==> config.mk <==
export PLATFORM = sky130hd
export DESIGN_NAME = multi_sel_feeder
export DESIGN_NICKNAME = d
export VERILOG_FILES = /design/src/rtl/multi_sel_feeder.sv
export SDC_FILE = /design/constraint.sdc
export NUM_CORES = 1
export LEC_CHECK = 0
export CORE_ASPECT_RATIO = 0.6
export CORE_MARGIN = 1.5
export CORE_UTILIZATION = 45
export CTS_BUF_LIST = sky130_fd_sc_hd__clkbuf_16
export DETAILED_ROUTE_END_ITERATION = 10
export REMOVE_ABC_BUFFERS = 1
export SYNTH_ARGS = -nofsm -noshare
export SYNTH_HDL_FRONTEND = slang
export SYNTH_SLANG_ARGS = --single-unit
==> constraint.sdc <==
create_clock -name clk -period 3.1 [get_ports clk]
set_input_delay 0.62 -clock clk [delete_from_list [all_inputs] [get_ports clk]]
set_output_delay 0.62 -clock clk [all_outputs]
set_load 0.005 [all_outputs]
==> src/rtl/multi_sel_feeder.sv <==
// Show-ahead sample FIFO feeding multi_sel: valid/ready on the producer side,
// grant-pulse consumption on the multi_sel side, sticky underrun flag.
module multi_sel_feeder #(
  parameter  int DEPTH = 8,
  localparam int AW    = $clog2(DEPTH)
) (
  input  logic          clk,
  input  logic          rst,
  input  logic [7:0]    in_data,
  input  logic          in_valid,
  output logic          in_ready,
  input  logic          input_grant,
  output logic [0:7]    d,
  output logic          d_valid,
  output logic [AW:0]   level,
  input  logic          flush,
  output logic          underrun,
  input  logic          underrun_clr
);

  localparam logic [AW:0] FULL_LEVEL = (AW+1)'(DEPTH);

  logic [7:0]    mem [DEPTH];
  logic [AW-1:0] wr_ptr_q, wr_ptr_d;
  logic [AW-1:0] rd_ptr_q, rd_ptr_d;
  logic [AW:0]   level_q, level_d;
  logic [7:0]    last_q, last_d;
  logic          underrun_q, underrun_d;
  logic          push, pop;

  assign d_valid  = (level_q != '0);
  assign in_ready = (level_q != FULL_LEVEL);
  assign level    = level_q;
  assign underrun = underrun_q;
  // Head is read straight from storage; last_q only matters once the queue drains.
  assign d        = d_valid ? mem[rd_ptr_q] : last_q;

  assign push = in_valid && in_ready && !flush;
  assign pop  = input_grant && d_valid && !flush;

  always_comb begin
    // NOTE: every always_comb target gets a default first so no path infers a latch.
    wr_ptr_d   = wr_ptr_q;
    rd_ptr_d   = rd_ptr_q;
    level_d    = level_q;
    last_d     = last_q;
    underrun_d = (underrun_q && !underrun_clr) ||
                 (input_grant && !d_valid && !flush);

    if (flush) begin
      wr_ptr_d = '0;
      rd_ptr_d = '0;
      level_d  = '0;
      last_d   = 8'h00;
    end else begin
      if (push) wr_ptr_d = wr_ptr_q + AW'(1);
      if (pop) begin
        rd_ptr_d = rd_ptr_q + AW'(1);
        last_d   = mem[rd_ptr_q];
      end
      case ({push, pop})
        2'b10:   level_d = level_q + (AW+1)'(1);
        2'b01:   level_d = level_q - (AW+1)'(1);
        default: level_d = level_q;
      endcase
    end
  end

  // NOTE: sequential state uses non-blocking assignments so all flops update together.
  always_ff @(posedge clk or negedge rst) begin
    if (!rst) begin
      wr_ptr_q   <= '0;
      rd_ptr_q   <= '0;
      level_q    <= '0;
      last_q     <= 8'h00;
      underrun_q <= 1'b0;
    end else begin
      wr_ptr_q   <= wr_ptr_d;
      rd_ptr_q   <= rd_ptr_d;
      level_q    <= level_d;
      last_q     <= last_d;
      underrun_q <= underrun_d;
    end
  end

  // NOTE: storage is deliberately not reset; level gates every read, so stale data is never visible.
  always_ff @(posedge clk) begin
    if (push) mem[wr_ptr_q] <= in_data;
  end

endmodule

# Word-level counts from Yosys, hierarchy flattened
# Memory sizes are Yosys's and may differ from the RTL's.
# Index checks and enable logic that the tools add are counted.
[totals] register_bits=19 out_inout_bits=15 mem_bits_rw=64 n_memories=1 word_cells=39 inputBits=14
[mem_list] memory="mem" words=8 word_bits=8 rd=1 rd_ports_with_merged_regs=0 wr=1 line="23" source="logic [7:0] mem [DEPTH];"
[op_classes] reduce_logical=15 addsub=4 muxes=11 n_eq_ne=3
[op_table] op="$mux W8" count=3
[op_table] op="$mux W3" count=4
[op_table] op="$pmux W4 S2" count=1
[op_table] op="$logic_and A1 B1 Y1" count=7
[op_table] op="$add A3 B1 Y3 const B" count=2
[op_table] op="$add A4 B1 Y4 const B" count=1
[op_table] op="$mux W4" count=1
[op_table] op="$ne A4 B4 Y1 const B" count=1
[op_table] op="$reduce_bool A2 Y1" count=2
[op_table] op="$reduce_bool A4 Y1" count=1
[op_table] op="$sub A4 B1 Y4 const B" count=1
[op_table] op="$logic_not A1 Y1" count=3
[op_table] op="$reduce_bool A3 Y1" count=1
[op_table] op="$eq A2 B1 Y1 const B" count=1
[op_table] op="$eq A2 B2 Y1 const B" count=1
[op_table] op="$mux W1" count=2
[op_table] op="$logic_or A1 B1 Y1" count=1

# Depth between registers and ports, before layout
# Gate-level depths: netlist of run 1.
[logic_depth] depth_word=6 depth_mapped=10 ltp_nobuf=9

# Worst setup path before layout of run 1
# Ideal clock, no wire load.
[synth_timing] path_kind="reg2reg" start="reg level_q[1], in the netlist level[1]" end="reg level_q[3], in the netlist level[3]" stages_incl_launch_ff=10 arrival_time_ns=2.620 path_buffers=2 required_time_ns=2.975 setup_ns=0.125 period_less_slack_ns=2.745 setup_slack_ns=0.355 cell_sequence="dfrtp_1 -> buf_6 -> or4_1 -> buf_2 -> and3b_2 -> ha_1 -> a31o_2 -> a22oi_1 -> a2bb2oi_2 -> mux2_4"
[synth_via] elab_chain_cells=6 elab_cells_between_ends=13 cone_classes="add/sub (2); eq/ne (3); mux (2); reduce/logical (6)"
[synth_rtl] item="from (decl)" line="26" source="logic [AW:0] level_q, level_d;"
[synth_rtl] item="from (signal assigned)" line="80" source="level_q <= level_d;"
[synth_rtl] item="$ne A4 B4 Y1 / $reduce_bool A4 Y1 (equally long branches)" line="32, 31"
[synth_rtl] item="$logic_and A1 B1 Y1 (on tied branches) (2 in series)" line="38, 39"
[synth_rtl] item="$eq A2 B1 Y1 / $eq A2 B2 Y1 (equally long branches)" line="61" source="case ({push, pop})"
[synth_rtl] item="$pmux W4 S2" line="61"
[synth_rtl] item="$mux W4" line="50" source="if (flush) begin"
# Several ways; a longest one is shown, not always the timed one.
# A chain may end at the register's enable or synchronous reset.

# Final worst setup path of run 1
[layout_timing] start="reg rd_ptr_q[0]" end="out d[5] (netlist bit)"
[layout_via] elab_chain_cells=2
[layout_rtl] item="from (decl)" line="25" source="logic [AW-1:0] rd_ptr_q, rd_ptr_d;"
[layout_rtl] item="from (signal assigned)" line="79" source="rd_ptr_q <= rd_ptr_d;"
[layout_rtl] item="$mem_v2 Z8 W8"
[layout_rtl] item="$mux W8" line="36" source="assign d = d_valid ? mem[rd_ptr_q] : last_q;"
[layout_rtl] item="to (decl)" line="13" source="output logic [0:7] d,"
# No other way between the ends.

==> qor.yml, run 1 <==
status:
  outcome: "finished clean"
sta:
  rsz0062_at_grt: "false"
  setup_viol: 0
  hold_violations: 0
  min_period_ps: 2950
  slew_headroom_pct: 36.9
  max_freq_mhz: 339
  fin_tns_setup_ps: 0
  drv_slew: 0
  skew_ps: 6.53
  period_share_pct: 95.3
  whs_ps: 546
  worstMarginPinSlew_ps: 944
synthesis:
  synth_adder_area_share_pct: 1.38
  seq_area_frac_synth_pct: 66.0
  synth_compound_area_share_pct: 7.65
  syn_avg_cell_area_um2: 16.1
  synth_cell_types: 50
  synth_mux_area_share_pct: 12.5
  synth-simple-area-share_pct: 8.48
  synth_top_family_by_area: "multiplexers"
  yosysWarnings: 0
  ys_seq_elements: 83
  synth_cells: 226
  synthXorXnorAreaFrac_pct: 1.21
  syn_area_mm2: 0.00363
placement:
  dp_hpwl_um: 4870
  placed_cell_area_mm2: 0.00413
  numPlacedInstances: 365
  port_buffers: 28
  finalWeightedCongestion: 0.801
setup_path:
  critPathCaptureType: "primary output"
  critical_path_class: "reg2out"
  start_kind: "register"
  arrival_ps: 2330
  timing.rr.start: "level[0]"
  cp_max_fo: 15
  rrSetupSlack_ps: 320
  rr_endpoint: "level[3]"
  r2r_cells: 9
  worst_ep_required_time_ps: 2480
routing:
  drtIter0Drc: 118
  wl_um: 7060
  drc_errors: 0
  dr_total_vias: 2057
  avgViaCountPerCell: 5.40
  wl_per_cell_um: 18.5
  firstDrtPassIters: 4
  postRouteAntennaNets: 0
finish:
  final_cell_area_mm2: 0.00443
  synthToLayoutAreaGrowth_pct: 22.1
  drive_gt1_share_pct: 24.2
  fin_cells: 381
  nets: 286
  layout_commonest_cell: "edfxtp_1"
  diodes: 0
  layout_common_cells: "64 x edfxtp_1, 28 x clkdlybuf4s50_1, 26 x nor2_1, 18 x dfrtp_1, 16 x mux4_2"
clock_tree:
  cts.repair.resized: 0
  clock_sinks: 83
  path_clk_slew_ps: 60
  clockRootBuffer: "clkbuf_16"
  numCtsBuffers: 9
  holdBufCountCts: 0
  worstSkewPairLatency_ps: 340
  cts_max_level: 3
  clock_path_buffers: 2
  post-cts-setup-buffer-count: 0
  cts_tree: "done"
floorplanning:
  pin_count: 29
  die_height_um: 72.6
  coreArea_mm2: 0.00785
  rows: 25
  die-area_mm2: 0.00863
  die_w_um: 119
  start_util_pct: 46.2
min_path:
  hold_path_class: "reg2reg"
  hold_path_depth: 2
  holdPathEnd: "underrun"
  hold_path.startpoint: "underrun"
global_route:
  grt_max_degree: 27
  first_global_vias: 2032
  grt_pass1_wl_um: 11200
  grt_util_all_layers_pct: 18.2
  overflow: 0
  grt_antenna_before_repair: 0
pwr:
  leakagePower_uw: 0.00152
  vdd.ir_drop.worst_mv: 0.454
  totalPowerFinal_uw: 2990
  power_density_mw_per_mm2: 675
run:
  drv_cap: 0
synth_stat cells, drive strengths merged:
cell     count  area share [%]
a211oi       8             1.8
a21boi       1            0.21
a21o         1            0.21
a21oi       12             1.7
a221oi       1            0.41
a22oi        1            0.21
a2bb2oi      1            0.41
a31o         1            0.24
a31oi        1            0.17
a41oi        1            0.24
and3b        1            0.28
buf         11             2.0
clkbuf       3            0.31
dfrtp       19              13
edfxtp      64              53
ha           4             1.4
inv          3            0.38
mux2         1            0.41
mux2i        8             2.2
mux4        16             9.9
nand2        6            0.83
nand2b       1            0.17
nand3        6            0.83
nand3b       1            0.21
nor2        26             2.7
nor2b        2            0.34
nor3         6             1.1
nor3b        1            0.21
nor4         1            0.17
nor4b        2            0.90
nor4bb       1            0.28
o211ai       1            0.21
o21ai        4            0.65
o22ai        1            0.17
o41a         1            0.31
o41ai        1            0.76
or3b         1            0.24
or4          1            0.21
xnor2        1            0.24
xor2         4            0.97
power by group:
group / switching, uW / total [uW] / internal (uW)
combinational: 282 / 624 / 342
sequential: 56.1 / 1310 / 1250
clock: 430 / 1060 / 627
total: 768 / 2990 / 2220
worst max-delay path by stage:
stage	startpoint	endpoint	slack (ps)	cells past startpoint
2_1_floorplan	level[1]	level[3]	140	7
3_3_place_gp	in_valid	level[3]	230	8
3_5_place_dp	in_valid	level[3]	180	8
4_1_cts	rd_ptr_q[0]	d[0]	1	5
5_1_grt	rd_ptr_q[0]	d[7]	10	5
6_report	rd_ptr_q[0]	d[5]	150	5
routing by layer:
layer  up-vias  wire, um  track usage (%)
li1        975         -                -
met1      1023      3330             26.0
met2        52      3140             26.5
met3         7       538             7.23
met4         0        51             4.02
met5         -         0                0
cell families after synthesis:
group / count (synthesis)
mux: 25
buf+inv: 17
fa+ha+maj: 4
simple gates: 56
compound gates: 36
xor+xnor: 5
flops: 83
worst max-delay path, cell delays in order (launching register included):
cell and delay [ps]:
dfrtp_2 450, buf_12 200, mux4_2 510, mux2i_1 270, a21oi_1 110, clkdlybuf4s50_1 450
state kept, by name, summed over array words and instances, names as in the netlist:
signal / count
underrun: 1
level: 4
mem: 64
rd_ptr_q: 3
last_q: 8
wr_ptr_q: 3
final cells by class:
class,count,area (um2)
Fill cell,605,3420
Sequential cell,83,2400
Multi-Input combinational cell,126,1150
Timing Repair Buffer,45,433
Clock buffer,9,225
Tap cell,108,135
Clock inverter,7,75.1
Inverter,3,13.8
stage by stage:
stage          setup slack (ps)  utilization [%]
3_5_place_dp                183             52.6
5_1_grt                    13.6             56.4
4_1_cts                    1.15             56.4
2_1_floorplan               137                -
3_3_place_gp                232             52.6
6_report                    147             56.4
Note: power is estimated with default switching activity, not from simulation.
==> run 2, diff against run 1 <==
ABC_AREA = 1   (was not set)
GPL_ROUTABILITY_DRIVEN = 0   (was not set)
MAX_ROUTING_LAYER = met4   (was not set)
==> run 2 against run 1 <==
  * Cell area is 3.2% lower
  * Critical endpoint is now d[1]
  * Largest power group unchanged
  * Fmax up 1.6%
  * Final cell count is 19% higher
  * Setup slack improved by 45 ps
==> qor.yml, run 2 <==
sta:
  max_freq_mhz: 344  # +1.6%
  drv_slew: 0  # unchanged
  skew_ps: 4.20  # -2.33 ps
  period_share_pct: 93.8  # -1.5 points
  rsz0062_at_grt: "false"
  fin_tns_setup_ps: 0  # unchanged
  hold_violations: 0  # unchanged
  setup_viol: 0  # unchanged
  slew_headroom_pct: 52.9  # +16 points
  worstMarginPinSlew_ps: 706  # -238 ps
  min_period_ps: 2910  # -45.1 ps
global_route:
  grt_max_degree: 25  # -7.4%
  grt_util_all_layers_pct: 21.6  # +3.4 points
  grt_pass1_wl_um: 12200  # +9.0%
  grt_antenna_before_repair: 0  # unchanged
  grtUsageMet1_pct: 34.8  # +8.8 points
  overflow: 0  # unchanged
  top_usage_layer: "met1"
  first_global_vias: 2121  # +4.4%
  use_met2_pct: 25.5  # -0.97 points
  grt_use_met3_pct: 5.75  # -1.5 points
synthesis:
  synthFlopType: "edfxtp_1"
  yosys.area.top_type: "edfxtp_1"
  synth_top_area_share_pct: 54.5  # +1.5 points
  synth-edff-count: 64  # unchanged
  synth_cell_types: 28  # -44%
  seq_area_frac_synth_pct: 68.0  # +1.9 points
  yosysWarnings: 0  # unchanged
  synth_area_leaders: "edfxtp_1 54%, dfrtp_1 13%, o21ai_0 7.0%"
  synthArstFlopShare_pct: 22.9  # unchanged
  synth_cells: 306  # +35%
  yosysMostFrequentCell: "edfxtp_1"
  ys_seq_elements: 83  # unchanged
  syn_area_mm2: 0.00353  # -2.8%
  netlist_top_cells_count: "64 x edfxtp_1, 49 x o21ai_0, 46 x nor2_1, 43 x nand2_1, 19 x dfrtp_1"
  syn_avg_cell_area_um2: 11.5  # -28%
floorplanning:
  pin_count: 29  # unchanged
  start_util_pct: 47.6  # +1.3 points
  rows: 24  # -4.0%
  coreArea_mm2: 0.00742  # -5.5%
  die_w_um: 117  # -1.4%
  die-area_mm2: 0.00840  # -2.7%
  die_height_um: 71.6  # -1.4%
pwr:
  power.share.switching_pct: 30.9  # +5.2 points
  switching_power_uw: 1090  # +42%
  p_clk_share_pct: 31.4  # -3.9 points
  comb_power_share_pct: 29.8  # +8.9 points
  p_int_uw: 2450  # +10%
  leakagePower_uw: 0.00157  # +3.6%
  vdd.ir_drop.worst_mv: 0.308  # -32%
  seqPwrFrac_pct: 38.8  # -5.0 points
  power_density_mw_per_mm2: 825  # +22%
placement:
  numPlacedInstances: 439  # +20%
  dp_hpwl_um: 5000  # +2.6%
  port_buffers: 28  # unchanged
clock_tree:
  numCtsBuffers: 9  # unchanged
  cts_max_level: 3  # unchanged
  clockRootBuffer: "clkbuf_16"
  cts_tree: "done"
  clock_sinks: 83  # unchanged
  worstSkewPairLatency_ps: 330  # about the same
  clock_path_buffers: 2  # unchanged
  path_clk_slew_ps: 60  # about the same
setup_path:
  critPathCaptureType: "primary output"
  start_kind: "register"
  worst_ep_required_time_ps: 2480  # about the same
  arrival_ps: 2290  # -40 ps
  max_stage_delay_ps: 550  # +40 ps
  cpMaxStageDelayCell: "clkdlybuf4s50_1"
  critical_path_class: "reg2out"
  rrSetupSlack_ps: 1240  # +920 ps
  cp_cell_sequence: "buf_4 -> nor2_1 -> nor2_1 -> o21ai_0 -> o211ai_1 -> o21ai_0 -> o21ai_1 -> clkdlybuf4s50_1"
  cp_max_fo: 15  # unchanged
finish:
  fillers: 583  # -3.6%
  layout_common_cells: "64 x edfxtp_1, 48 x o21ai_0, 46 x nor2_1, 43 x nand2_1, 28 x clkdlybuf4s50_1"
  diodes: 0  # unchanged
  multi_input_area_um2: 990  # -14%
  layout_commonest_cell: "edfxtp_1"
  synthToLayoutAreaGrowth_pct: 21.6
  regMostFlops: "mem"
  drive_gt1_share_pct: 12.8  # -11 points
  largest_reg_flops: 64  # unchanged
  nets: 364  # +27%
  seq_area_mm2: 0.00240  # unchanged
  fin_cells: 455  # +19%
routing:
  drtIter0Drc: 200  # +69%
  avgViaCountPerCell: 5.25  # -2.8%
  wl_um: 7840  # +11%
  dr_total_vias: 2387  # +16%
  firstDrtPassIters: 4  # unchanged
  drc_errors: 0  # unchanged
  wl_per_cell_um: 17.2  # -7.0%
  postRouteAntennaNets: 0  # unchanged
run:
  drv_cap: 0  # unchanged
min_path:
  hold_path_class: "reg2reg"
status:
  outcome: "finished clean"
run 2: worst paths after layout:
| check | startpoint | endpoint | cells past startpoint |
|---|---|---|---|
| max | rd_ptr_q[0] | d[1] | 8 |
| min | last_q[4] | last_q[4] | 2 |
| max reg2reg | level[0] | level[3] | 12 |
| min reg2reg | last_q[4] | last_q[4] | 2 |
| max in group asynchronous | rst | rd_ptr_q[0] | 2 |
| min in group asynchronous | rst | level[2] | 2 |
run 2: critical path, delay by kind of cell (launching register included):
family / cells / cell delay (ps)
AO/OA/AOI/OAI: 4 / 520
flip-flops: 1 / 480
buffers and inverters: 2 / 800
AND/OR/NAND/NOR: 2 / 150
run 2: area by class of cell:
cell class,count,share of cell area [%]
flip-flops and latches,83,55.9
multi-input cells,192,23.1
repair buffers,41,8.81
clock buffers,9,5.25
well taps,104,3.03
clock inverters,7,2.16
inverters,19,1.78
run 2: power groups by stage:
stage               Combinational [uW]  Sequential (uW)  Clock, uW
finish                            1050             1370       1110
global route                      1170             1380       1190
CTS                               1050             1370       1140
detailed placement                1040             1390          0
global placement                  1040             1390          0
floorplan                          497             1420          0
run 2: cell families after synthesis:
kind of cell,count (synthesis),synth area share [%]
DFF,83,68.0
AOI/OAI and AO/OA,78,12.2
buffers and inverters,31,3.97
muxes,8,2.27
adders and majority gates,4,1.42
xor gates and xnor gates,1,0.248
and+or+nand+nor,101,11.9
run 2: per-layer routing:
| layer | vias to the layer above | share of wire (%) | wire, um |
|---|---|---|---|
| met4 | 0 | 0.54 | 42 |
| met5 | - | 0 | 0 |
| li1 | 1162 | - | - |
| met3 | 4 | 7.1 | 554 |
| met2 | 61 | 40 | 3120 |
| met1 | 1160 | 53 | 4130 |
run 2: timing repair:
action	4_1_cts	5_1_grt
setup buffers	0	0
hold buffers	0	0
resized for setup	1	3
setup endpoints to repair	1	4
run 2: stage by stage:
| stage | hold WS (ps) | cell area [um2] | util (%) | total power [uW] | setup WS (ps) |
|---|---|---|---|---|---|
| after floorplan | 324 | 3460 | - | 1920 | 773 |
| after detailed placement | 474 | 3970 | 53.5 | 2430 | 369 |
| after global placement | 467 | 3970 | 53.5 | 2430 | 380 |
| after CTS | 489 | 4290 | 57.8 | 3560 | 32.7 |
| final | 487 | 4290 | 57.8 | 3540 | 192 |
| after global routing | 505 | 4290 | 57.8 | 3750 | 10.3 |
==> run 3, diff against run 2 <==
CTS_BUF_LIST = sky130_fd_sc_hd__clkbuf_4 sky130_fd_sc_hd__clkbuf_8   (was sky130_fd_sc_hd__clkbuf_16)
REMOVE_ABC_BUFFERS = not set   (was 1)
==> run 3 against run 2 <==
  * Register-to-register slack worse by 40 ps
  * Sequential power hardly changed
  * Hold slack better by 3.1 ps
  * Cell area is 2.6% lower
  * Fmax is 0.86% higher
==> qor.yml, run 3 (synthesis gave the netlist of run 2 again) <==
status:
  outcome: "finished clean"
sta:
  rsz0062_at_grt: "false"
  skew_ps: 6.01  # +1.82 ps
  setup_viol: 0  # unchanged
  fin_tns_setup_ps: 0  # unchanged
  min_period_ps: 2880  # -24.8 ps
  drv_slew: 0  # unchanged
  max_freq_mhz: 347  # +0.86%
  hold_violations: 0  # unchanged
  period_share_pct: 93.0  # -0.80 points
  worst_slack_ps: 217  # +24.8 ps
  slew_headroom_pct: 37.2  # -16 points
  worstMarginPinSlew_ps: 939  # +233 ps
setup_path:
  arrival_ps: 2260  # -30 ps
  critPathCaptureType: "primary output"
  cp_max_fo: 14  # -1
  start_kind: "register"
  worst_ep_required_time_ps: 2480  # about the same
  critical_path_class: "reg2out"
floorplanning:
  die_w_um: 117  # unchanged
  rows: 24  # unchanged
  start_util_pct: 47.6  # unchanged
  die_height_um: 71.6  # unchanged
  pin_count: 29  # unchanged
  coreArea_mm2: 0.00742  # unchanged
  die-area_mm2: 0.00840  # unchanged
finish:
  regMostFlops: "mem"
  nets: 364  # unchanged
  fin_cells: 454  # -0.22%
  final_cell_area_mm2: 0.00418  # -2.6%
  layout_commonest_cell: "edfxtp_1"
  drive_gt1_share_pct: 12.6  # -0.25 points
  largest_reg_flops: 64  # unchanged
  synthToLayoutAreaGrowth_pct: 18.5
  layout_common_cells: "64 x edfxtp_1, 49 x o21ai_0, 46 x nor2_1, 43 x nand2_1, 28 x clkdlybuf4s50_1"
  diodes: 0  # unchanged
  fillers: 643  # +10%
routing:
  drtIter0Drc: 307  # +54%
  drc_errors: 0  # unchanged
  postRouteAntennaNets: 0  # unchanged
  dr_total_vias: 2324  # -2.6%
  firstDrtPassIters: 4  # unchanged
  wl_um: 7400  # -5.7%
  avgViaCountPerCell: 5.12  # -2.4%
  wl_per_cell_um: 16.3  # -5.5%
placement:
  dp_hpwl_um: 5150  # +2.9%
  pre_cts_ws_ps: 401  # +32.0 ps
  port_buffers: 28  # unchanged
  placed_cell_area_mm2: 0.00397  # unchanged
  numPlacedInstances: 439  # unchanged
clock_tree:
  clock_sinks: 83  # unchanged
  numCtsBuffers: 9  # unchanged
  cts_tree: "done"
  clockRootBuffer: "clkbuf_8"
  clock_path_buffers: 2  # unchanged
  post-cts-setup-buffer-count: 0  # unchanged
  path_clk_slew_ps: 80  # +20 ps
  cts_max_level: 3  # unchanged
  holdBufCountCts: 0  # unchanged
  worstSkewPairLatency_ps: 350  # +20 ps
global_route:
  grt_antenna_before_repair: 0  # unchanged
  first_global_vias: 2038  # -3.9%
  grt_pass1_wl_um: 11500  # -5.7%
  grt_max_degree: 25  # unchanged
  grt_util_all_layers_pct: 19.8  # -1.7 points
  overflow: 0  # unchanged
pwr:
  vdd.ir_drop.worst_mv: 0.355  # +15%
  leakagePower_uw: 0.00154  # -2.3%
  power_density_mw_per_mm2: 769  # -6.8%
synthesis:
  syn_nets: 324
min_path:
  hold_path_class: "reg2reg"
run:
  drv_cap: 0  # unchanged
[run 3: cell types whose count changed in the layout (fill, tap and decap cells not counted)]
cell and delta:
inv_1 +1, clkbuf_4 +3, clkinv_2 -1, clkinv_1 -1, clkbuf_8 +9, o21ai_1 -1, clkinvlp_4 -2, clkinv_4 -2
inv_4 +1, o21ai_0 +1, clkbuf_16 -9
[run 3: timing repair]
item                                    CTS  global route
hold endpoints to repair                  0             0
resized for setup                         0             3
endpoints found under the setup margin    0             8
[run 3: per-layer routing]
layer,track usage [%],up-vias,share of wire [%]
met4,4.42,0,0.22
met3,6.60,2,5.3
li1,-,1156,-
met2,23.8,58,41
met5,-,-,0
met1,31.7,1108,53
[run 3: path summary, 6_finish.rpt]
check                       startpoint           to  slack [ps]  cells past startpoint
max                        rd_ptr_q[0]         d[5]         220                      8
min                          last_q[3]    last_q[3]         490                      2
max reg2reg                   level[0]     level[3]        1200                     11
min reg2reg                  last_q[3]    last_q[3]         490                      2
max in group asynchronous          rst  rd_ptr_q[0]        1670                      1
min in group asynchronous          rst     level[3]         790                      1
[run 3: stage by stage]
| stage | hold slack (ps) | utilization [%] | power (uW) |
|---|---|---|---|
| finish | 490 | 56.4 | 3220 |
| global route | 512 | 56.4 | 3420 |
| CTS | 494 | 56.3 | 3250 |
| global placement | 468 | 53.5 | 2420 |
| detailed placement | 474 | 53.5 | 2420 |
| floorplan | 324 | - | 1980 |
[run 3: final cells by class]
type                       count  area (um2)  share of cell area [%]
multi-input combinational    192         990                    23.7
inverter                      19        73.8                    1.77
timing repair buffer          41         378                    9.04
clock buffer                  12         146                    3.50
sequential                    83        2400                    57.4
clock inverter                 3        63.8                    1.53
tap                          104         130                    3.11
[run 3: report_power, final]
part	leakage [uW]	switching (uW)	internal, uW	total (uW)
registers	0.000833	82.5	1290	1380
logic	0.000594	564	451	1020
clock network	0.000108	349	474	824
[run 3: critical path, stage by stage (launching register included)]
cell	delay, ps
dfrtp_2	480
buf_4	230
nor2_1	70
nor2_1	70
o21ai_0	100
o211ai_1	100
o21ai_1	130
o21ai_0	210
clkdlybuf4s50_1	530
